--- config.mk ---
export PLATFORM = sky130hd
export DESIGN_NAME = class_router_flat
export DESIGN_NICKNAME = d
export VERILOG_FILES = /design/src/rtl/tl_pkg.sv /design/src/rtl/class_router_if.sv /design/src/rtl/class_counter.sv /design/src/rtl/class_router.sv /design/src/flat_wrapper.sv
export SDC_FILE = /design/constraint.sdc
export NUM_CORES = 1
export LEC_CHECK = 0
export ABC_AREA = 1
export BUFFER_PORTS_ARGS = -buffer_cell sky130_fd_sc_hd__buf_2
export CAP_MARGIN = 25
export CORE_MARGIN = 5
export CORE_UTILIZATION = 29
export CTS_CLUSTER_DIAMETER = 150
export DETAILED_ROUTE_END_ITERATION = 12
export PLACE_DENSITY_LB_ADDON = 0.25
export SLEW_MARGIN = 20
export SYNTH_ARGS = -nofsm -noshare
export SYNTH_HDL_FRONTEND = slang
export SYNTH_SLANG_ARGS = --single-unit
--- constraint.sdc ---
create_clock -name clk -period 3.1 [get_ports clk]
set_input_delay 0.155 -clock clk [delete_from_list [all_inputs] [get_ports clk]]
set_output_delay 0.155 -clock clk [all_outputs]
set_load 0.1 [all_outputs]
--- src/rtl/tl_pkg.sv ---
// Shared transaction-layer definitions: link state encodings, default widths
// used by the router and the VC FIFOs, and a constant log2 helper.
package tl_pkg;

  typedef enum logic [3:0] {
    ST_RESET  = 4'b0001,
    ST_INIT   = 4'b0010,
    ST_IDLE   = 4'b0100,
    ST_ACTIVE = 4'b1000
  } link_state_e;

  localparam int TL_DATA_W      = 12;
  localparam int TL_CLASS_LSB   = 10;
  localparam int TL_NUM_CLASSES = 4;

  function automatic int clog2(input int value);
    int r;
    r = 0;
    for (int v = value - 1; v > 0; v = v >> 1) r++;
    return r;
  endfunction

endpackage

--- src/rtl/class_router_if.sv ---
// Router data path: FWFT input FIFO head/empty/pop plus class FIFO push/data
// and their almost_full flags. master = router side, slave = FIFO side.
interface class_router_if #(
  parameter int DATA_W      = tl_pkg::TL_DATA_W,
  parameter int NUM_CLASSES = tl_pkg::TL_NUM_CLASSES
) ();

  logic [DATA_W-1:0]      data_in;
  logic                   empty;
  logic [NUM_CLASSES-1:0] almost_full;
  logic                   pop;
  logic [NUM_CLASSES-1:0] push;
  logic [DATA_W-1:0]      data_out;

  modport master (
    input  data_in, empty, almost_full,
    output pop, push, data_out
  );

  modport slave (
    output data_in, empty, almost_full,
    input  pop, push, data_out
  );

endinterface

--- src/rtl/class_counter.sv ---
// Saturating debug counter with synchronous clear; clear wins over increment.
module class_counter #(
  parameter int CNT_W = 8
) (
  input  logic             clk,
  input  logic             reset_L,
  input  logic             clr,
  input  logic             inc,
  output logic [CNT_W-1:0] count
);

  logic [CNT_W-1:0] count_d;
  logic [CNT_W-1:0] count_q;

  always_comb begin
    count_d = count_q;
    if (clr) begin
      count_d = '0;
    end else if (inc && (count_q != {CNT_W{1'b1}})) begin
      count_d = count_q + 1'b1;
    end
  end

  always_ff @(posedge clk or negedge reset_L) begin
    if (!reset_L) begin
      count_q <= '0;
    end else begin
      count_q <= count_d;
    end
  end

  assign count = count_q;

endmodule

--- src/rtl/class_router.sv ---
// Steers each word of the FWFT input FIFO to the class FIFO named by its class
// field; one word per clock, head-of-line blocking on almost_full.
module class_router import tl_pkg::*; #(
  parameter int DATA_W      = TL_DATA_W,
  parameter int NUM_CLASSES = TL_NUM_CLASSES,
  parameter int CLASS_LSB   = TL_CLASS_LSB,
  parameter int GLOBAL_BP   = 0,
  parameter int CNT_W       = 8
) (
  input  logic                         clk,
  input  logic                         reset_L,
  input  logic [3:0]                   state,
  class_router_if.master               bus,
  output logic [NUM_CLASSES*CNT_W-1:0] cnt_out,
  output logic                         busy
);

  localparam int CLASS_W = clog2(NUM_CLASSES);

  logic [CLASS_W-1:0]     dest;
  logic [NUM_CLASSES-1:0] dest_onehot;
  logic                   enabled;
  logic                   flush;
  logic                   blocked;
  logic                   pop;
  logic [NUM_CLASSES-1:0] push_d;
  logic [NUM_CLASSES-1:0] push_q;
  logic [DATA_W-1:0]      data_d;
  logic [DATA_W-1:0]      data_q;

  always_comb begin
    dest        = bus.data_in[CLASS_LSB +: CLASS_W];
    dest_onehot = '0;
    dest_onehot[dest] = 1'b1;
    // Non-one-hot state values match neither IDLE nor ACTIVE, so they gate routing.
    enabled = (state == ST_IDLE) || (state == ST_ACTIVE);
    flush   = (state == ST_RESET);
    blocked = (GLOBAL_BP != 0) ? (|bus.almost_full) : bus.almost_full[dest];
    pop     = enabled & ~bus.empty & ~blocked & reset_L;
    push_d  = pop ? dest_onehot : '0;
    data_d  = pop ? bus.data_in : data_q;
    if (flush) begin
      push_d = '0;
      data_d = '0;
    end
  end

  always_ff @(posedge clk or negedge reset_L) begin
    if (!reset_L) begin
      push_q <= '0;
      data_q <= '0;
    end else begin
      push_q <= push_d;
      data_q <= data_d;
    end
  end

  for (genvar gi = 0; gi < NUM_CLASSES; gi++) begin : g_cnt
    class_counter #(
      .CNT_W (CNT_W)
    ) u_cnt (
      .clk     (clk),
      .reset_L (reset_L),
      .clr     (flush),
      .inc     (pop & dest_onehot[gi]),
      .count   (cnt_out[gi*CNT_W +: CNT_W])
    );
  end

  assign bus.pop      = pop;
  assign bus.push     = push_q;
  assign bus.data_out = data_q;
  assign busy         = pop | (|push_q);

endmodule
--- src/flat_wrapper.sv ---
// flat-port wrapper written by rule: the top's interface ports become plain ports
module class_router_flat import tl_pkg::*;
#(
  parameter int DATA_W      = TL_DATA_W,
  parameter int NUM_CLASSES = TL_NUM_CLASSES,
  parameter int CLASS_LSB   = TL_CLASS_LSB,
  parameter int GLOBAL_BP   = 0,
  parameter int CNT_W       = 8
)
  (clk, reset_L, state, cnt_out, busy, bus_data_in, bus_empty, bus_almost_full, bus_pop, bus_push, bus_data_out);
  class_router_if #(.DATA_W(DATA_W), .NUM_CLASSES(NUM_CLASSES)) bus_i ();
  input  logic clk;
  input  logic reset_L;
  input  logic [3:0] state;
  output logic [NUM_CLASSES*CNT_W-1:0] cnt_out;
  output logic busy;
  input wire logic [$bits(bus_i.data_in)-1:0] bus_data_in;
  input wire logic [$bits(bus_i.empty)-1:0] bus_empty;
  input wire logic [$bits(bus_i.almost_full)-1:0] bus_almost_full;
  output wire logic [$bits(bus_i.pop)-1:0] bus_pop;
  output wire logic [$bits(bus_i.push)-1:0] bus_push;
  output wire logic [$bits(bus_i.data_out)-1:0] bus_data_out;
  assign bus_i.data_in = bus_data_in;
  assign bus_i.empty = bus_empty;
  assign bus_i.almost_full = bus_almost_full;
  assign bus_pop = bus_i.pop;
  assign bus_push = bus_i.push;
  assign bus_data_out = bus_i.data_out;
  class_router #(.DATA_W(DATA_W), .NUM_CLASSES(NUM_CLASSES), .CLASS_LSB(CLASS_LSB), .GLOBAL_BP(GLOBAL_BP), .CNT_W(CNT_W)) u_core (.clk(clk), .reset_L(reset_L), .state(state), .bus(bus_i), .cnt_out(cnt_out), .busy(busy));
endmodule
-- Word-level counts from Yosys, hierarchy flattened
Cells that the tools add are included.
Widths: inputs -> output; s select.
- eq/ne operators: 7
- order comparisons: 2
- bitwise gates (word level): 10
- multiplexer cells: 16
- reduce and logical (&&, ||, !) cells: 12
- $add $sub $neg: 4
- operator list (cell ; number):
    $mux 8 ; 8
    $add 8x1->8 const B ; 4
    $ne 8x8->1 const B ; 4
    $mux 12 ; 2
    $reduce_bool 2->1 ; 5
    $mux 4 ; 2
    $and 1x1->1 ; 7
    $logic_and 1x1->1 ; 5
    $eq 4x1->1 const B ; 1
    $eq 4x3->1 const B ; 1
    $eq 4x4->1 const B ; 1
    $reduce_or 4->1 ; 1
    $lt 2x3->1 const B ; 1
    $bmux 1 s2 ; 1
    $demux 1 s2 ; 1
    $ge 2x1->1 const B ; 1
    $mux 1 ; 2
    $not 1->1 ; 2
    $logic_or 1x1->1 ; 1
    $or 1x1->1 ; 1
- input port bits: 23
- logic and storage cells: 57
- bits in registers: 48
- output and inout bits: 50

-- Logic depth before layout (Yosys ltp)
- word-level depth: 9
- depth in mapped cells: 10
- gate-level depth less buffers: 9

-- By module
From an unflattened synthesis, not the netlist that was laid out.
- cells, all modules: 390
- area total of the unflattened synthesis: 2850.2 sq um
- by module, submodules not included (module ; area each (sq um) ; cells an instance ; seq. area each (sq um) ; times used):
    class_counter ; 511.7 ; 74 ; 200.2 ; 4
    class_router ; 803.3 ; 94 ; 400.4 ; 1

-- Least setup slack after synthesis
Ideal clock, no wire load.
- path type: register to register
- from: register u_core.g_cnt[0].u_cnt.count_q[0]
- to: register u_core.g_cnt[0].u_cnt.count_q[6]
- arrival: 1.940 ns
- cell stages (with the launch flop): 8
- library setup time: 0.121 ns
- required time: 2.979 ns
- period minus slack after synthesis: 2.061 ns
- setup slack: 1.039 ns
- buffers on the path: 0
- cell sequence: dfrtp_1 > ha_1 > nand2_1 > nor2_1 > nand3_1 > xnor2_1 > nand3_1 > nand2_1
- cells in the longest elaborated chain, start to end: 3
- elaborated cells on any way between the ends: 6
- classes of those cells: add/sub (1); eq/ne (1); mux (2); reduce/logical (2)
- RTL lines (what ; RTL line ; text):
    start, declared ; class_counter.sv:13 ; logic [CNT_W-1:0] count_q;
    start signal, assigned ; class_counter.sv:28 ; count_q <= count_d;
    $add 8x1->8 / $ne 8x8->1 (equally long branches) ; class_counter.sv:20, class_counter.sv:19 ;
    $mux 8 / $logic_and 1x1->1 (equally long branches) ; class_counter.sv:19 ; end else if (inc && (count_q != {CNT_W{1'b1}})) begin
    $mux 8 / $reduce_bool 2->1 (equally long branches) ; n/a ;
Several ways; a longest one is shown, not always the timed one. The select of a mux whose other input is x is not followed.
A chain may end at the register's enable or synchronous reset.

-- Worst setup path after layout
- from: input port reset_L
- to: output port bus_pop
- cells in the longest elaborated chain, start to end: 1
- RTL lines (what ; RTL line ; text):
    start, declared ; flat_wrapper.sv:13 ; input logic reset_L;
    $and 1x1->1 ; class_router.sv:39 ; pop = enabled & ~bus.empty & ~blocked & reset_L;
    end, declared ; flat_wrapper.sv:20 ; output wire logic [$bits(bus_i.pop)-1:0] bus_pop;
No other way between the ends.

==> impl_metrics.py <==
metrics = {
    "cts": {
        "cts_inserted_buffers": 5,
        "clk_latency_ps": 300,
        "clkTransAtPathRegs_ps": 90,
        "clockBufferDepth": 2,
        "htree_levels": 2,
        "cts_tree": "done",
        "cts_num_sinks": 48,
        "ctsResizeCount": 0,
        "cts_hold_buf": 1,
        "clockRootBuffer": "clkbuf_8",
        "cts_setup_buffers": 0,
    },
    "synthesis": {
        "syn_avg_cell_area_um2": 7.67,
        "synth_cells": 353,
        "synth.cell_area_mm2": 0.00271,
        "yosys_warnings": 0,
        "seq_area_frac_synth_pct": 44.4,
        "synth_cell_types": 27,
        "syn-num-nets": 380,
        "yosys_register_bits": 48,
    },
    "route": {
        "wl_um": 7070,
        "firstDrtPassIters": 4,
        "drc": 0,
        "via_count": 2514,
        "postRouteAntennaNets": 0,
        "wl_per_cell_um": 13.1,
        "via_per_inst": 4.67,
        "drt_iter0_drc": 123,
    },
    "floorplanning": {
        "rows": 35,
        "fp.dieW_um": 107,
        "initial_utilization_pct": 29.6,
        "die_y_um": 107,
        "die_area_mm2": 0.0114,
        "core_region_area_mm2": 0.00915,
        "io_pins": 73,
    },
    "grt": {
        "antenna_found_initial": 0,
        "grt_max_degree": 49,
        "gr-total-overflow": 0,
        "met1_usage_pct": 17.8,
        "grt-busiest-layer": "met2",
        "grt_pass1_vias": 2383,
        "track_usage_pct": 12.8,
        "grtUsageMet3_pct": 4.27,
        "gr-usage-met2_pct": 19.7,
        "grt_pass1_wl_um": 11900,
    },
    "power_and_ir_drop": {
        "power.total_mw": 1.79,
        "ir_worst_vdd_v": 0.000253,
        "p_leak_nw": 1.90,
        "power_density_mw_per_mm2": 541,
    },
    "sta": {
        "finalSetupViolations": 0,
        "finalCritPeriodShare_pct": 73.0,
        "finalSetupTns_ps": 0,
        "finalClockSkew_ps": 6.19,
        "hold_viol_final": 0,
        "slew_headroom_pct": 58.1,
        "rsz0062_at_grt": "false",
        "fmax_mhz": 442,
        "worst_slew_pin_slew_ps": 629,
        "drv_slew": 0,
        "layout_min_cycle_time_ps": 2260,
    },
    "cells_and_area": {
        "final_cell_mix": "nand2_1 (118), buf_2 (71), nand3_1 (66)",
        "final_util_pct": 36.0,
        "area_delta_synth_final_pct": 21.9,
        "multi_input_area_mm2": 0.00134,
        "fin_nets": 453,
        "final_common_cell": "nand2_1",
        "instances_no_fill": 538,
        "num_antenna_cells": 0,
        "num-fill-cells": 955,
        "drive_above_1_share_pct": 23.2,
        "regArea_mm2": 0.00120,
    },
    "setup_path": {
        "slowest_stage": "dlygate4sd3_1",
        "setup.worst_path.start_class": "primary input",
        "slowest_delay_ps": 520,
        "cp-end-kind": "primary output",
        "crit_type": "primary input to primary output",
        "crit_fanout": 22,
        "worstPathCellList": "dlygate4sd3_1 -> buf_2 -> inv_1 -> nor2_1 -> nand2_1 -> nor2_4 -> nand2_4 -> inv_1 -> buf_12",
        "critical-path-top-delay-family": "buffers and inverters",
        "crit_top_cell": "inv_1",
        "worstPathRequired_ps": 2940,
        "critPathArrivalTime_ps": 2110,
        "cp.buffers_inverters": 5,
    },
    "placement": {
        "placed_cells_incl_taps": 529,
        "routabilityCongestion": 0.737,
        "dpl.hpwl_um": 5110,
        "portBuffers": 72,
    },
    "hold_path": {
        "hold_path_class": "primary input to register",
    },
    "status": {
        "status": "complete, no violations",
    },
    "run": {
        "drv_cap": 0,
    },
}
[sequential cells by signal, indices dropped and copies added (netlist names)]
name,flops
u_core.g_cnt.u_cnt.count,32
u_core.bus.push,4
u_core.bus.data_out,12
[routing by layer]
metal  part of all wire, %  vias up
li1                      -     1276
met1                    46     1165
met2                    46       71
met3                   7.5        2
met4                  0.27        0
met5                     0        -
[worst reg2reg max path: cells and delay by family, from the launching register on]
family          cells  cell delay [ps]
fa+ha+maj           1              240
simple gates        4              530
compound gates      2              330
flops               1              430
[metrics by stage]
step / setup slack, ps / cell area, um2 / hold WS [ps]
after floorplan: 1040 / 2710 / -141
after global placement: 1330 / 3180 / 329
after detailed placement: 1320 / 3180 / 332
after CTS: 792 / 3300 / 42.9
after global routing: 679 / 3300 / 43.0
final: 837 / 3300 / 52.4
[synthesized netlist by cell type (all sizes together)]
cell type,count,area share [%]
nand2,121,17
nand3,68,13
dfrtp,48,44
nor2,38,6.4
inv,28,3.9
xor2,10,3.2
o21ai,6,1.1
xnor2,6,1.9
buf,5,1.6
clkbuf,5,0.69
nand4,5,2.3
ha,4,1.8
a21oi,2,0.37
nand3b,2,0.55
nor3,2,0.74
nor3b,2,0.55
nor4,1,0.23
[cells by family (layout without fill, tap and decap cells)]
logic type / Yosys count / in the layout / share of synthesized area (%)
adders and majority gates: 4 / 4 / 1.85
and+or+nand+nor: 239 / 239 / 41.0
xor gates and xnor gates: 16 / 16 / 5.18
DFF: 48 / 48 / 44.4
AOI/OAI and AO/OA: 8 / 8 / 1.48
buffers and inverters: 38 / 112 / 6.15
[area by class of cell]
cell class,instances,area share (%)
multi-input combinational,267,40.6
tap,111,4.21
sequential,48,36.4
inverter,28,3.19
timing repair buffer,76,12.4
clock inverter,2,1.06
clock buffer,6,2.20
[report_power, final]
group / internal (mW) / switching (mW)
clock: 0.240 / 0.216
sequential: 0.676 / 0.0562
combinational: 0.0999 / 0.498
[path summary, 6_finish.rpt]
path / start / to / slack [ps] / cells after the start
worst max-delay path: reset_L / bus_pop / 840 / 9
worst min-delay path: bus_data_in[7] / u_core.bus.data_out[7] / 50 / 3
worst max register to register: u_core.g_cnt[0].u_cnt.count[0] / u_core.g_cnt[0].u_cnt.count[7] / 1440 / 7
worst min register to register: u_core.bus.data_out[3] / u_core.bus.data_out[3] / 500 / 2
max in group asynchronous: reset_L / u_core.bus.data_out[6] / 2170 / 3
min in group asynchronous: reset_L / u_core.g_cnt[3].u_cnt.count[7] / 510 / 3
Power figures use the tool's default switching activity.
